==> config.mk <==
export PLATFORM = sky130hd
export DESIGN_NAME = stride_decoder
export DESIGN_NICKNAME = d
export VERILOG_FILES = /design/src/rtl/stride_decoder.sv
export SDC_FILE = /design/constraint.sdc
export NUM_CORES = 1
export LEC_CHECK = 0
export ABC_AREA = 1
export ABC_CLOCK_PERIOD_IN_PS = 3900
export BUFFER_PORTS_ARGS = -buffer_cell sky130_fd_sc_hd__buf_2
export CAP_MARGIN = 10
export CORE_MARGIN = 2
export CORE_UTILIZATION = 55
export DETAILED_ROUTE_END_ITERATION = 12
export MAX_ROUTING_LAYER = met4
export PLACE_DENSITY_LB_ADDON = 0.2
export SKIP_LAST_GASP = 1
export SLEW_MARGIN = 20
export SYNTH_ARGS = -nofsm -noshare
export SYNTH_HDL_FRONTEND = slang
export SYNTH_SLANG_ARGS = --single-unit
==> constraint.sdc <==
create_clock -name clk -period 3.9 [get_ports clk]
set_input_delay 0.78 -clock clk [delete_from_list [all_inputs] [get_ports clk]]
set_output_delay 0.78 -clock clk [all_outputs]
set_load 0.05 [all_outputs]
==> src/rtl/stride_decoder.sv <==
// Convolution tap sequencer: walks kx/ky/c (plus an optional bias tap) for each output
// channel, handshakes one tap per rd beat, and issues one writeback beat per channel.
//   state | meaning
//   IDLE  | ready for an instruction
//   ISSUE | presenting taps on the rd port
//   WB    | presenting the channel result address on the wb port
//   DONE  | one-cycle op_done pulse
module stride_decoder #(
    parameter int FRAM_AW = 12,
    parameter int KRAM_AW = 12,
    parameter int DATA_W  = 32
) (
    input  logic               clk,
    input  logic               rst_n,
    input  logic               inst_valid,
    output logic               decoder_ready,
    input  logic [FRAM_AW-1:0] stride_feature_baseaddr,
    input  logic [KRAM_AW-1:0] stride_kernel_baseaddr,
    input  logic [DATA_W-1:0]  stride_feature_chin,
    input  logic [DATA_W-1:0]  stride_feature_chout,
    input  logic [DATA_W-1:0]  stride_feature_width,
    input  logic [DATA_W-1:0]  stride_feature_height,
    input  logic [DATA_W-1:0]  stride_kernel_sizeh,
    input  logic [DATA_W-1:0]  stride_kernel_sizew,
    input  logic               stride_has_bias,
    input  logic               stride_has_relu,
    input  logic [FRAM_AW-1:0] stride_wb_baseaddr,
    output logic               rd_valid,
    input  logic               rd_ready,
    output logic [FRAM_AW-1:0] fram_addr,
    output logic [KRAM_AW-1:0] kram_addr,
    output logic               rd_first,
    output logic               rd_last,
    output logic               rd_bias,
    output logic               wb_valid,
    input  logic               wb_ready,
    output logic [FRAM_AW-1:0] wb_addr,
    output logic               wb_relu,
    output logic               op_done
);

    typedef enum logic [1:0] {IDLE, ISSUE, WB, DONE} state_t;

    state_t             state_q, state_d;
    logic [FRAM_AW-1:0] fbase_q, fbase_d, fw_q, fw_d, plane_q, plane_d;
    logic [DATA_W-1:0]  chin_q, chin_d, chout_q, chout_d, sizeh_q, sizeh_d, sizew_q, sizew_d;
    logic               bias_q, bias_d, relu_q, relu_d, bphase_q, bphase_d;
    logic [DATA_W-1:0]  oc_q, oc_d, c_q, c_d, ky_q, ky_d, kx_q, kx_d;
    logic [FRAM_AW-1:0] chan_q, chan_d, row_q, row_d, fram_q, fram_d, wbaddr_q, wbaddr_d;
    logic [KRAM_AW-1:0] kptr_q, kptr_d;
    logic               last_kx, last_ky, last_c, last_oc, zero_dim;

    assign last_kx  = (kx_q == sizew_q - DATA_W'(1));
    assign last_ky  = (ky_q == sizeh_q - DATA_W'(1));
    assign last_c   = (c_q  == chin_q  - DATA_W'(1));
    assign last_oc  = (oc_q == chout_q - DATA_W'(1));
    assign zero_dim = (stride_feature_chin == '0) || (stride_feature_chout == '0) ||
                      (stride_kernel_sizeh == '0) || (stride_kernel_sizew == '0);

    // Feature addresses are tracked incrementally: chan = base + c*plane, row = chan + ky*width.
    always_comb begin
        state_d  = state_q;
        fbase_d  = fbase_q;
        fw_d     = fw_q;
        plane_d  = plane_q;
        chin_d   = chin_q;
        chout_d  = chout_q;
        sizeh_d  = sizeh_q;
        sizew_d  = sizew_q;
        bias_d   = bias_q;
        relu_d   = relu_q;
        bphase_d = bphase_q;
        oc_d     = oc_q;
        c_d      = c_q;
        ky_d     = ky_q;
        kx_d     = kx_q;
        chan_d   = chan_q;
        row_d    = row_q;
        fram_d   = fram_q;
        wbaddr_d = wbaddr_q;
        kptr_d   = kptr_q;
        case (state_q)
            IDLE: begin
                if (inst_valid) begin
                    fbase_d  = stride_feature_baseaddr;
                    fw_d     = FRAM_AW'(stride_feature_width);
                    plane_d  = FRAM_AW'(stride_feature_width * stride_feature_height);
                    chin_d   = stride_feature_chin;
                    chout_d  = stride_feature_chout;
                    sizeh_d  = stride_kernel_sizeh;
                    sizew_d  = stride_kernel_sizew;
                    bias_d   = stride_has_bias;
                    relu_d   = stride_has_relu;
                    bphase_d = 1'b0;
                    oc_d     = '0;
                    c_d      = '0;
                    ky_d     = '0;
                    kx_d     = '0;
                    chan_d   = stride_feature_baseaddr;
                    row_d    = stride_feature_baseaddr;
                    fram_d   = stride_feature_baseaddr;
                    wbaddr_d = stride_wb_baseaddr;
                    kptr_d   = stride_kernel_baseaddr;
                    state_d  = zero_dim ? DONE : ISSUE;
                end
            end
            ISSUE: begin
                if (rd_ready) begin
                    kptr_d = kptr_q + KRAM_AW'(1);
                    if (bphase_q) begin
                        bphase_d = 1'b0;
                        state_d  = WB;
                    end else if (!last_kx) begin
                        kx_d   = kx_q + DATA_W'(1);
                        fram_d = fram_q + FRAM_AW'(1);
                    end else if (!last_ky) begin
                        kx_d   = '0;
                        ky_d   = ky_q + DATA_W'(1);
                        row_d  = row_q + fw_q;
                        fram_d = row_q + fw_q;
                    end else if (!last_c) begin
                        kx_d   = '0;
                        ky_d   = '0;
                        c_d    = c_q + DATA_W'(1);
                        chan_d = chan_q + plane_q;
                        row_d  = chan_q + plane_q;
                        fram_d = chan_q + plane_q;
                    end else begin
                        kx_d   = '0;
                        ky_d   = '0;
                        c_d    = '0;
                        chan_d = fbase_q;
                        row_d  = fbase_q;
                        fram_d = fbase_q;
                        if (bias_q) bphase_d = 1'b1;
                        else        state_d  = WB;
                    end
                end
            end
            WB: begin
                if (wb_ready) begin
                    if (last_oc) begin
                        state_d = DONE;
                    end else begin
                        oc_d     = oc_q + DATA_W'(1);
                        wbaddr_d = wbaddr_q + plane_q;
                        state_d  = ISSUE;
                    end
                end
            end
            DONE:    state_d = IDLE;
            default: state_d = IDLE;
        endcase
    end

    always_ff @(posedge clk or negedge rst_n) begin
        if (!rst_n) begin
            state_q  <= IDLE;
            fbase_q  <= '0;
            fw_q     <= '0;
            plane_q  <= '0;
            chin_q   <= '0;
            chout_q  <= '0;
            sizeh_q  <= '0;
            sizew_q  <= '0;
            bias_q   <= 1'b0;
            relu_q   <= 1'b0;
            bphase_q <= 1'b0;
            oc_q     <= '0;
            c_q      <= '0;
            ky_q     <= '0;
            kx_q     <= '0;
            chan_q   <= '0;
            row_q    <= '0;
            fram_q   <= '0;
            wbaddr_q <= '0;
            kptr_q   <= '0;
        end else begin
            state_q  <= state_d;
            fbase_q  <= fbase_d;
            fw_q     <= fw_d;
            plane_q  <= plane_d;
            chin_q   <= chin_d;
            chout_q  <= chout_d;
            sizeh_q  <= sizeh_d;
            sizew_q  <= sizew_d;
            bias_q   <= bias_d;
            relu_q   <= relu_d;
            bphase_q <= bphase_d;
            oc_q     <= oc_d;
            c_q      <= c_d;
            ky_q     <= ky_d;
            kx_q     <= kx_d;
            chan_q   <= chan_d;
            row_q    <= row_d;
            fram_q   <= fram_d;
            wbaddr_q <= wbaddr_d;
            kptr_q   <= kptr_d;
        end
    end

    assign decoder_ready = (state_q == IDLE);
    assign rd_valid      = (state_q == ISSUE);
    assign wb_valid      = (state_q == WB);
    assign op_done       = (state_q == DONE);
    assign fram_addr     = fram_q;
    assign kram_addr     = kptr_q;
    assign rd_first      = rd_valid && !bphase_q && (c_q == '0) && (ky_q == '0) && (kx_q == '0);
    assign rd_last       = rd_valid && (bias_q ? bphase_q : (last_kx && last_ky && last_c));
    assign rd_bias       = rd_valid && bphase_q;
    assign wb_addr       = wbaddr_q;
    assign wb_relu       = wb_valid && relu_q;

endmodule

==> results.toml, run 1 <==
[worst_setup_path]
setup.worst_path.start_class = "primary input"
worst_setup_path_end_kind = "flop"
worstPathArrival_ps = 4440
worstPathRequired_ps = 4330
path_class = "primary input to flop"
crit_path_max_fanout = 3

[detailed_routing]
viasPerCell = 5.40
routedWlPerCell_um = 16.3
drtIter0Drc = 2531
ant_nets = 0
drc = 0
vias = 27300
firstDrtPassIters = 6
wl_um = 82300

[floorplanning]
num_rows = 82
core_mm2 = 0.0502
die_y_um = 229
start_util = 0.557
dieArea_mm2 = 0.0527
ios = 279
die_w_um = 229

[grt]
antenna_found_initial = 5
grt_pass1_wl_um = 133000
grt_pass1_vias = 25100
grt_util_met3 = 0.0386
grt-ovfl-total = 0
gr-usage-met2 = 0.484
grtUsageTotal = 0.320
grt.busiest_layer = "met2"
met1_usage = 0.456
grt_max_degree = 99

[logic_synthesis]
ys_ff_latch = 357
yosysSeqAreaShare = 0.319
synth_top_area_cell = "dfrtp_1"
yosysTopAreaCellShare = 0.319
syn_nets = 4446
synth_compound_area_frac = 0.0669
synthTopCellsByArea = "dfrtp_1 32%, nand2_1 17%, xor2_1 7.0%, nor2_1 6.9%, inv_1 5.9%"
synth_cells = 4094
syn-cell-area_mm2 = 0.0280
avgSynthCellArea_um2 = 6.83
synth.distinct_cells = 64
synth_xor_area_frac = 0.100
yosysWarningCount = 0
yosys_most_used_dff = "dfrtp_1"
synth_fa_ha_area_frac = 0.0636
synth_top_family_by_area = "simple AND/OR/NAND/NOR gates"
synth.area.mux_share = 0.00215
synth-edff-count = 0
async_reset_ff_frac = 1.00
yosys.area_share.simple = 0.365

[cells_and_area]
most-common-layout-cells = "1,238 x nand2_1, 506 x nor2_1, 432 x inv_1"
multiInputGateArea_mm2 = 0.0170
final_common_cell = "nand2_1"
area.sequential_mm2 = 0.00893
fin_nets = 4695
post-route-util = 0.640
fillCellCount = 4640
area_growth_pct = 14.8
drive_above_1_share = 0.126

[clock_tree]
max-clock-path-buffers = 3
clk_pin_slew_worst_paths_ps = 60
root_buffer = "clkbuf_16"
clkLatencyLatePin_ps = 580
ctsHoldBuffers = 0
cts_buffers = 42
clkSinkCount = 357
h-tree-depth = 2
cts_tree = "yes"

[timing]
fin_crit_sh = 1.03
period_minus_slack_ps = 4010
relSlewSlack = 0.404
hold_viol_final = 0
finalMaxSlewViolations = 0
rsz0062_at_grt = "true"
finalWorstSetupSlack_ps = -114
fmax_mhz = 249
finalSetupViolCount = 2
tightest_slew_ps = 886
fin_worst_skew_ps = 15.9

[placed_design]
gp_congestion = 1.01
hpwl_um = 63700
port_buffers = 238

[pwr]
power_density_mw_per_mm2 = 729
total_power_mw = 23.4
ir_drop_v = 0.000328
power.leakage_nw = 15.8

[job]
cap_violations = 0

[status]
outcome = "finished with violations"
violations = "setup timing"

[worst_hold_path]
hold_class = "primary input to async pin"
[final timing paths]
path                                    startpoint     endpoint  slack, ps  depth (start not counted)
max                        stride_feature_width[5]  plane_q[11]       -110                         16
min                                          rst_n     oc_q[14]        160                          1
max reg2reg                             chout_q[0]     oc_q[13]        400                         15
min reg2reg                               fw_q[10]     fw_q[10]        490                          2
max in group asynchronous                    rst_n  sizew_q[10]       2780                          2
min in group clk           stride_feature_chout[3]   chout_q[3]        410                          3
[area by class of cell]
class                   instances  area share
multi-input cells            3152       0.530
flip-flops and latches        357       0.278
repair buffers                336      0.0641
inverters                     454      0.0533
clock buffers                  65      0.0405
well taps                     672      0.0262
clock inverters                11     0.00670
diodes                          5    0.000390
[cells by family (layout without fill, tap and decap cells)]
| group | Yosys count | after routing |
|---|---|---|
| AOI/OAI and AO/OA | 345 | 345 |
| xor gates and xnor gates | 315 | 315 |
| adders and majority gates | 117 | 117 |
| buffers and inverters | 586 | 866 |
| DFF | 357 | 357 |
| muxes | 6 | 6 |
| other | 0 | 5 |
| and+or+nand+nor | 2368 | 2369 |
[metrics by stage]
stage          hold WS (ps)  cell area (um2)  cells  TNS (ps)  setup WS (ps)
6_report                164            32100   5052      -167           -114
5_1_grt                 203            32100   5052      -743           -304
4_1_cts                 185            31900   5039      -194           -119
3_5_place_dp            475            30200   4959     -3180           -804
3_3_place_gp            458            30200   4959     -2860           -752
2_1_floorplan           444            28200   4094     -1090           -582
[cell usage after synthesis, types with 17 or more instances]
library cell and number:
nand3b_1 19, nor2_2 17, inv_1 439, fa_1 42, o21ai_0 185, nor3_1 107, dfrtp_1 357, nand2_1 1254
ha_1 75, clkbuf_1 96, a21oi_1 87, xnor2_1 88, nand4_1 86, nand3_1 218, nor4_1 74, nor2_1 515
xor2_1 224
[sequential cells by signal (all words and copies together) (netlist names), 2 cells and up]
name       count
fram_addr     12
fbase_q       12
state_q        2
oc_q          32
ky_q          32
plane_q       12
row_q         12
sizeh_q       32
kram_addr     12
c_q           32
chout_q       32
sizew_q       32
fw_q          12
chin_q        32
wb_addr       12
kx_q          32
chan_q        12
[power by group]
| group | total [mW] | internal [mW] | switching [mW] |
|---|---|---|---|
| combinational | 12.3 | 4.54 | 7.79 |
| clock | 4.33 | 2.69 | 1.64 |
| sequential | 6.75 | 5.02 | 1.72 |
[timing repair]
item,4_1_cts,5_1_grt
pin swaps,18,22
gates resized for setup,33,42
cloned,1,0
setup buffers,3,8
endpoints found under the setup margin,5,7
hold endpoints to repair,0,0
[per-layer routing]
layer | vias up | routed length (um)
met4 | 0 | 2070
li1 | 13600 | -
met3 | 137 | 5580
met1 | 12700 | 38400
met5 | - | 0
met2 | 875 | 36300
[worst max-delay path, stage by stage]
cell and delay [ps]:
buf_8 90, nand2_4 50, fa_1 550, inv_2 40, fa_1 490, inv_2 40, fa_1 500, fa_1 450
fa_2 370, xnor2_2 140, xor2_1 170, xor2_1 170, xor2_1 180, xnor2_1 190, xor2_1 160, o21ai_1 70
(Power assumes the default switching activity.)
==> run 2: changes to the inputs <==
Settings changed: CTS_BUF_LIST from default to sky130_fd_sc_hd__clkbuf_2 sky130_fd_sc_hd__clkbuf_4 sky130_fd_sc_hd__clkbuf_8.
==> run 2 against run 1 <==
The flow still finishes with violations (setup timing). First-iteration DRC count fell by 1.8%. Final cell count increased by 1.0%. Combinational power is essentially flat. Clock-buffer cell count rose by 23. Clock skew grew 25 ps. Worst setup slack gained 50 ps. Highest routed layer unchanged. Global-route usage about the same. Cell area grew 0.46%.
==> results.toml, run 2 (synthesis gave the netlist of run 1 again) <==
[detailed_routing]
vias = 27600
routedWlPerCell_um = 16.2
drc = 0
firstDrtPassIters = 8
viasPerCell = 5.41
wl_um = 82700
ant_nets = 0
drtIter0Drc = 2486

[placed_design]
dp_cells = 4959
pre_cts_slack_ps = -804
hpwl_um = 63700
dpl-instance-area_mm2 = 0.0302
gp_congestion = 1.01
port_buffers = 238

[floorplanning]
dieArea_mm2 = 0.0527
die_y_um = 229
die_w_um = 229
num_rows = 82
core_mm2 = 0.0502
ios = 279
start_util = 0.557

[pwr]
power.leakage_nw = 15.9
total_power_mw = 23.2
combinationalPowerShare = 0.544
power_density_mw_per_mm2 = 719
ir_drop_v = 0.000394
switchingPower_mw = 11.4
p_sw_frac = 0.490
clockPowerShare = 0.164
p_int_mw = 11.8
p_seq_frac = 0.293

[timing]
period_minus_slack_ps = 3960
hold_viol_final = 0
fin_setup_tns_ps = -106
fin_worst_skew_ps = 41.3
finalMaxSlewViolations = 0
fin_crit_sh = 1.02
finalWorstSetupSlack_ps = -63.7
rsz0062_at_grt = "true"
fin_hold_ws_ps = 58.3
relSlewSlack = 0.405
finalSetupViolCount = 2
fmax_mhz = 252
tightest_slew_ps = 885

[worst_setup_path]
worst_setup_path_end_kind = "output pin"
setup.worst_path.start_class = "flop"
worstPathArrival_ps = 3180
path_cells = "inv_2 > ha_4 > nand2_4 > nor2_4 > nand2_2 > nor2_4 > nand2_4 > o21bai_1 > nand3_1 > nor2_2 > nand2_2 > inv_2 > nand3_4 > nor2_4 > nand2_2 > a21oi_2 > buf_6"
path_class = "flop to output pin"
slowest_stage = "dfrtp_1"
ff2ff_path_depth = 14
slowest_delay_ps = 380
worstPathRequired_ps = 3120
crit_path_max_fanout = 5

[grt]
grtUsageTotal = 0.320
antenna_found_initial = 6
grt_pass1_vias = 25200
grt_pass1_wl_um = 133000
grt_max_degree = 99
grt-ovfl-total = 0

[clock_tree]
clkLatencyLatePin_ps = 720
cts_buffers = 61
ctsHoldBuffers = 0
h-tree-depth = 2
cts_tree = "yes"
root_buffer = "clkbuf_8"
max-clock-path-buffers = 3
clkSinkCount = 357
clk_pin_slew_worst_paths_ps = 60

[worst_hold_path]
hold_class = "primary input to async pin"

[cells_and_area]
design_area_mm2 = 0.0322
fin_nets = 4729
most-common-layout-cells = "1,230 x nand2_1, 478 x nor2_1, 427 x inv_1"
area_growth_pct = 15.3
final_common_cell = "nand2_1"
post-route-util = 0.643
drive_above_1_share = 0.149
stdcell_count = 5103

[status]
violations = "setup timing"
outcome = "finished with violations"

[job]
cap_violations = 0
-- run 2: changes by cell type in the layout (fill, tap and decap cells not counted), sizes merged --
cell      delta
inv          +2
buf         +13
clkinvlp     +2
diode        +1
bufinv       -2
clkinv      +10
clkbuf      +25
-- run 2: path summary, 6_finish.rpt --
kind | startpoint | endpoint | slack [ps]
setup / recovery | sizeh_q[1] | rd_last | -60
min in group clk | stride_kernel_sizew[26] | sizew_q[26] | 270
hold reg to reg | fw_q[10] | fw_q[10] | 490
max in group asynchronous | rst_n | sizew_q[9] | 2900
hold / removal | rst_n | oc_q[17] | 60
setup reg to reg | chout_q[0] | oc_q[16] | 300
-- run 2: metal layers --
metal / GRT usage / up-vias / wire [um]
li1: - / 13600 / -
met1: 0.457 / 12900 / 38300
met2: 0.477 / 924 / 36400
met3: 0.0418 / 143 / 5830
met4: 0.0907 / 0 / 2080
met5: - / - / 0
-- run 2: cell type report --
| class | instances | area [um2] |
|---|---|---|
| flip-flops and latches | 357 | 8940 |
| well taps | 672 | 841 |
| diodes | 6 | 15.0 |
| fillers | 4662 | 17900 |
| clock inverters | 23 | 230 |
| clock buffers | 88 | 1120 |
| multi-input cells | 3152 | 17200 |
| inverters | 454 | 1710 |
| repair buffers | 351 | 2170 |
-- run 2: what timing repair did --
item	CTS	global route
pin swaps	18	50
gates resized for setup	36	103
endpoints found under the setup margin	4	5
gates cloned	1	0
buffers inserted	7	19
-- run 2: critical path, delay by kind of cell (launching register included) --
kind / cells / cell delay (ps)
AO/OA/AOI/OAI: 2 / 340
buffers and inverters: 3 / 340
adder cells (fa/ha/maj): 1 / 160
AND/OR/NAND/NOR: 11 / 1250
flip-flops: 1 / 380
-- run 2: power by group through the flow --
| stage | registers [mW] | logic (mW) | clock network [mW] |
|---|---|---|---|
| final | 6.78 | 12.6 | 3.80 |
| after global routing | 6.94 | 14.2 | 4.02 |
| after CTS | 6.71 | 12.1 | 3.86 |
| after detailed placement | 6.74 | 11.9 | 0 |
| after global placement | 6.74 | 11.7 | 0 |
| after floorplan | 6.76 | 8.70 | 0 |
==> run 3: changes to the inputs <==
Settings changed: ABC_CLOCK_PERIOD_IN_PS 3900 to 3700, CORE_ASPECT_RATIO from default to 2, CORE_UTILIZATION 55 to 60.
Clock period 3.9 ns to 3.7 ns, I/O delays scaled along.
==> run 3 against run 2 <==
The flow still finishes with violations (setup timing). Clock-buffer cell count down 3. Register-to-register slack about the same. Core utilization up 6.0 points. Sequential power up 6.5%. First-iteration DRC count down 29%. Sequential share of layout area down 0.052 points. Combinational power up 8%. Cell area up 0.19%. Largest power group unchanged.
==> results.toml, run 3 (synthesis gave the netlist of run 1 again) <==
[timing]
rsz0062_at_grt = "true"
relSlewSlack = 0.391
fin_crit_sh = 1.09
period_minus_slack_ps = 4030
finalMaxSlewViolations = 0
finalSetupViolCount = 4
fmax_mhz = 248
tightest_slew_ps = 914
hold_viol_final = 0
fin_worst_skew_ps = 68.9
fin_setup_tns_ps = -702
finalWorstSetupSlack_ps = -331

[worst_setup_path]
r2r-end = "ky_q[6]"
slowest_delay_ps = 560
r2r-start = "sizew_q[1]"
crit_path_max_fanout = 6
path_class = "primary input to flop"
worstPathArrival_ps = 4490
worstPathRequired_ps = 4160
worst_setup_path_end_kind = "flop"
setup.worst_path.start_class = "primary input"
ff2ff_path_depth = 20
rrSetupSlack_ps = 290
path_cells = "buf_12 > nand2_4 > fa_1 > inv_1 > fa_1 > inv_1 > fa_1 > fa_1 > fa_2 > xnor2_2 > xor2_1 > xor2_1 > xor2_1 > xnor2_1 > xor2_1 > o21ai_1"
slowest_stage = "fa_1"

[cells_and_area]
fillCellCount = 4092
area_growth_pct = 15.5
drive_above_1_share = 0.147
fin_nets = 4750
final_common_cell = "nand2_1"
post-route-util = 0.703
most-common-layout-cells = "1,231 x nand2_1, 496 x nor2_1, 426 x inv_1"

[floorplanning]
die_y_um = 309
core_mm2 = 0.0460
num_rows = 111
start_util = 0.608
ios = 279
die_w_um = 157
dieArea_mm2 = 0.0485

[detailed_routing]
drc = 0
drtIter0Drc = 1776
routedWlPerCell_um = 17.9
vias = 28200
wl_um = 91100
viasPerCell = 5.56
firstDrtPassIters = 5
ant_nets = 0

[clock_tree]
h-tree-depth = 2
max-clock-path-buffers = 3
root_buffer = "clkbuf_8"
cts_tree = "yes"
ctsHoldBuffers = 0
cts_buffers = 54
clkLatencyLatePin_ps = 660
clkSinkCount = 357
clk_pin_slew_worst_paths_ps = 60

[status]
outcome = "finished with violations"
violations = "setup timing"

[grt]
met1_usage = 0.371
grt_pass1_wl_um = 143000
grt-ovfl-total = 0
grt.busiest_layer = "met2"
gr-usage-met2 = 0.698
grtUsageTotal = 0.391
grt_pass1_vias = 28400
antenna_found_initial = 14
grt_max_degree = 134
grt_util_met3 = 0.0549

[pwr]
power_density_mw_per_mm2 = 762
total_power_mw = 24.6
power.leakage_nw = 16.1
ir_drop_v = 0.000425

[placed_design]
gp_congestion = 1.03
hpwl_um = 71500
pre_cts_slack_ps = -1110
port_buffers = 238

[worst_hold_path]
hold_class = "primary input to async pin"

[job]
cap_violations = 0
run 3: cell types whose count changed in the layout (fill, tap and decap cells not counted), sizes merged:
| cell | previous run | this run |
|---|---|---|
| buf | 349 | 379 |
| bufinv | 4 | 3 |
| clkbuf | 90 | 85 |
| clkinv | 18 | 15 |
| clkinvlp | 3 | 1 |
| diode | 6 | 14 |
| inv | 452 | 450 |
run 3: power breakdown:
group / total, mW / switching [mW] / internal, mW / leakage [nW]
Clock: 3.82 / 1.71 / 2.11 / 0.671
Sequential: 7.22 / 1.92 / 5.29 / 4.54
Combinational: 13.6 / 8.53 / 5.07 / 10.9
Total: 24.6 / 12.2 / 12.5 / 16.1
run 3: per-layer routing:
metal,share of wire,wire (um)
met5,0,0
met4,0.096,8700
met3,0.044,4010
met2,0.52,47500
met1,0.34,30900
run 3: stage by stage:
step                instances  instance area (um2)  hold slack (ps)
global route             5077                32300             69.5
finish                   5077                32300             31.5
floorplan                4094                28200              444
global placement         4949                30500              460
CTS                      5062                32100             34.0
detailed placement       4949                30500              473
run 3: what timing repair did:
action,4_1_cts,5_1_grt
hold endpoints to repair,0,0
gates resized for setup,77,47
endpoints found under the setup margin,6,5
setup buffers,12,3
pin swaps,40,28
gates cloned,1,0
run 3: worst max path at each step:
stage,startpoint,end,slack (ps),cells after the start
finish,stride_feature_height[5],plane_q[11],-330,16
floorplan,stride_feature_width[5],plane_q[11],-740,16
CTS,stride_feature_width[6],plane_q[11],-360,16
global placement,stride_feature_height[3],plane_q[11],-1070,16
detailed placement,stride_feature_height[3],plane_q[11],-1110,16
global route,chin_q[3],rd_last,-510,16
run 3: critical path: cells and delay by family:
family / cells / cell delay [ps]
fa+ha+maj: 5 / 2330
simple gates: 1 / 50
buf+inv: 3 / 200
xor+xnor: 6 / 1090
compound gates: 1 / 70
run 3: cell type report:
class,count,area [um2],area share
Antenna cell,14,35.0,0.00108
Sequential cell,357,8940,0.277
Clock buffer,85,1100,0.0341
Multi-Input combinational cell,3152,17100,0.530
Inverter,454,1710,0.0529
Tap cell,621,777,0.0241
Clock inverter,15,168,0.00519
Timing Repair Buffer,379,2450,0.0760
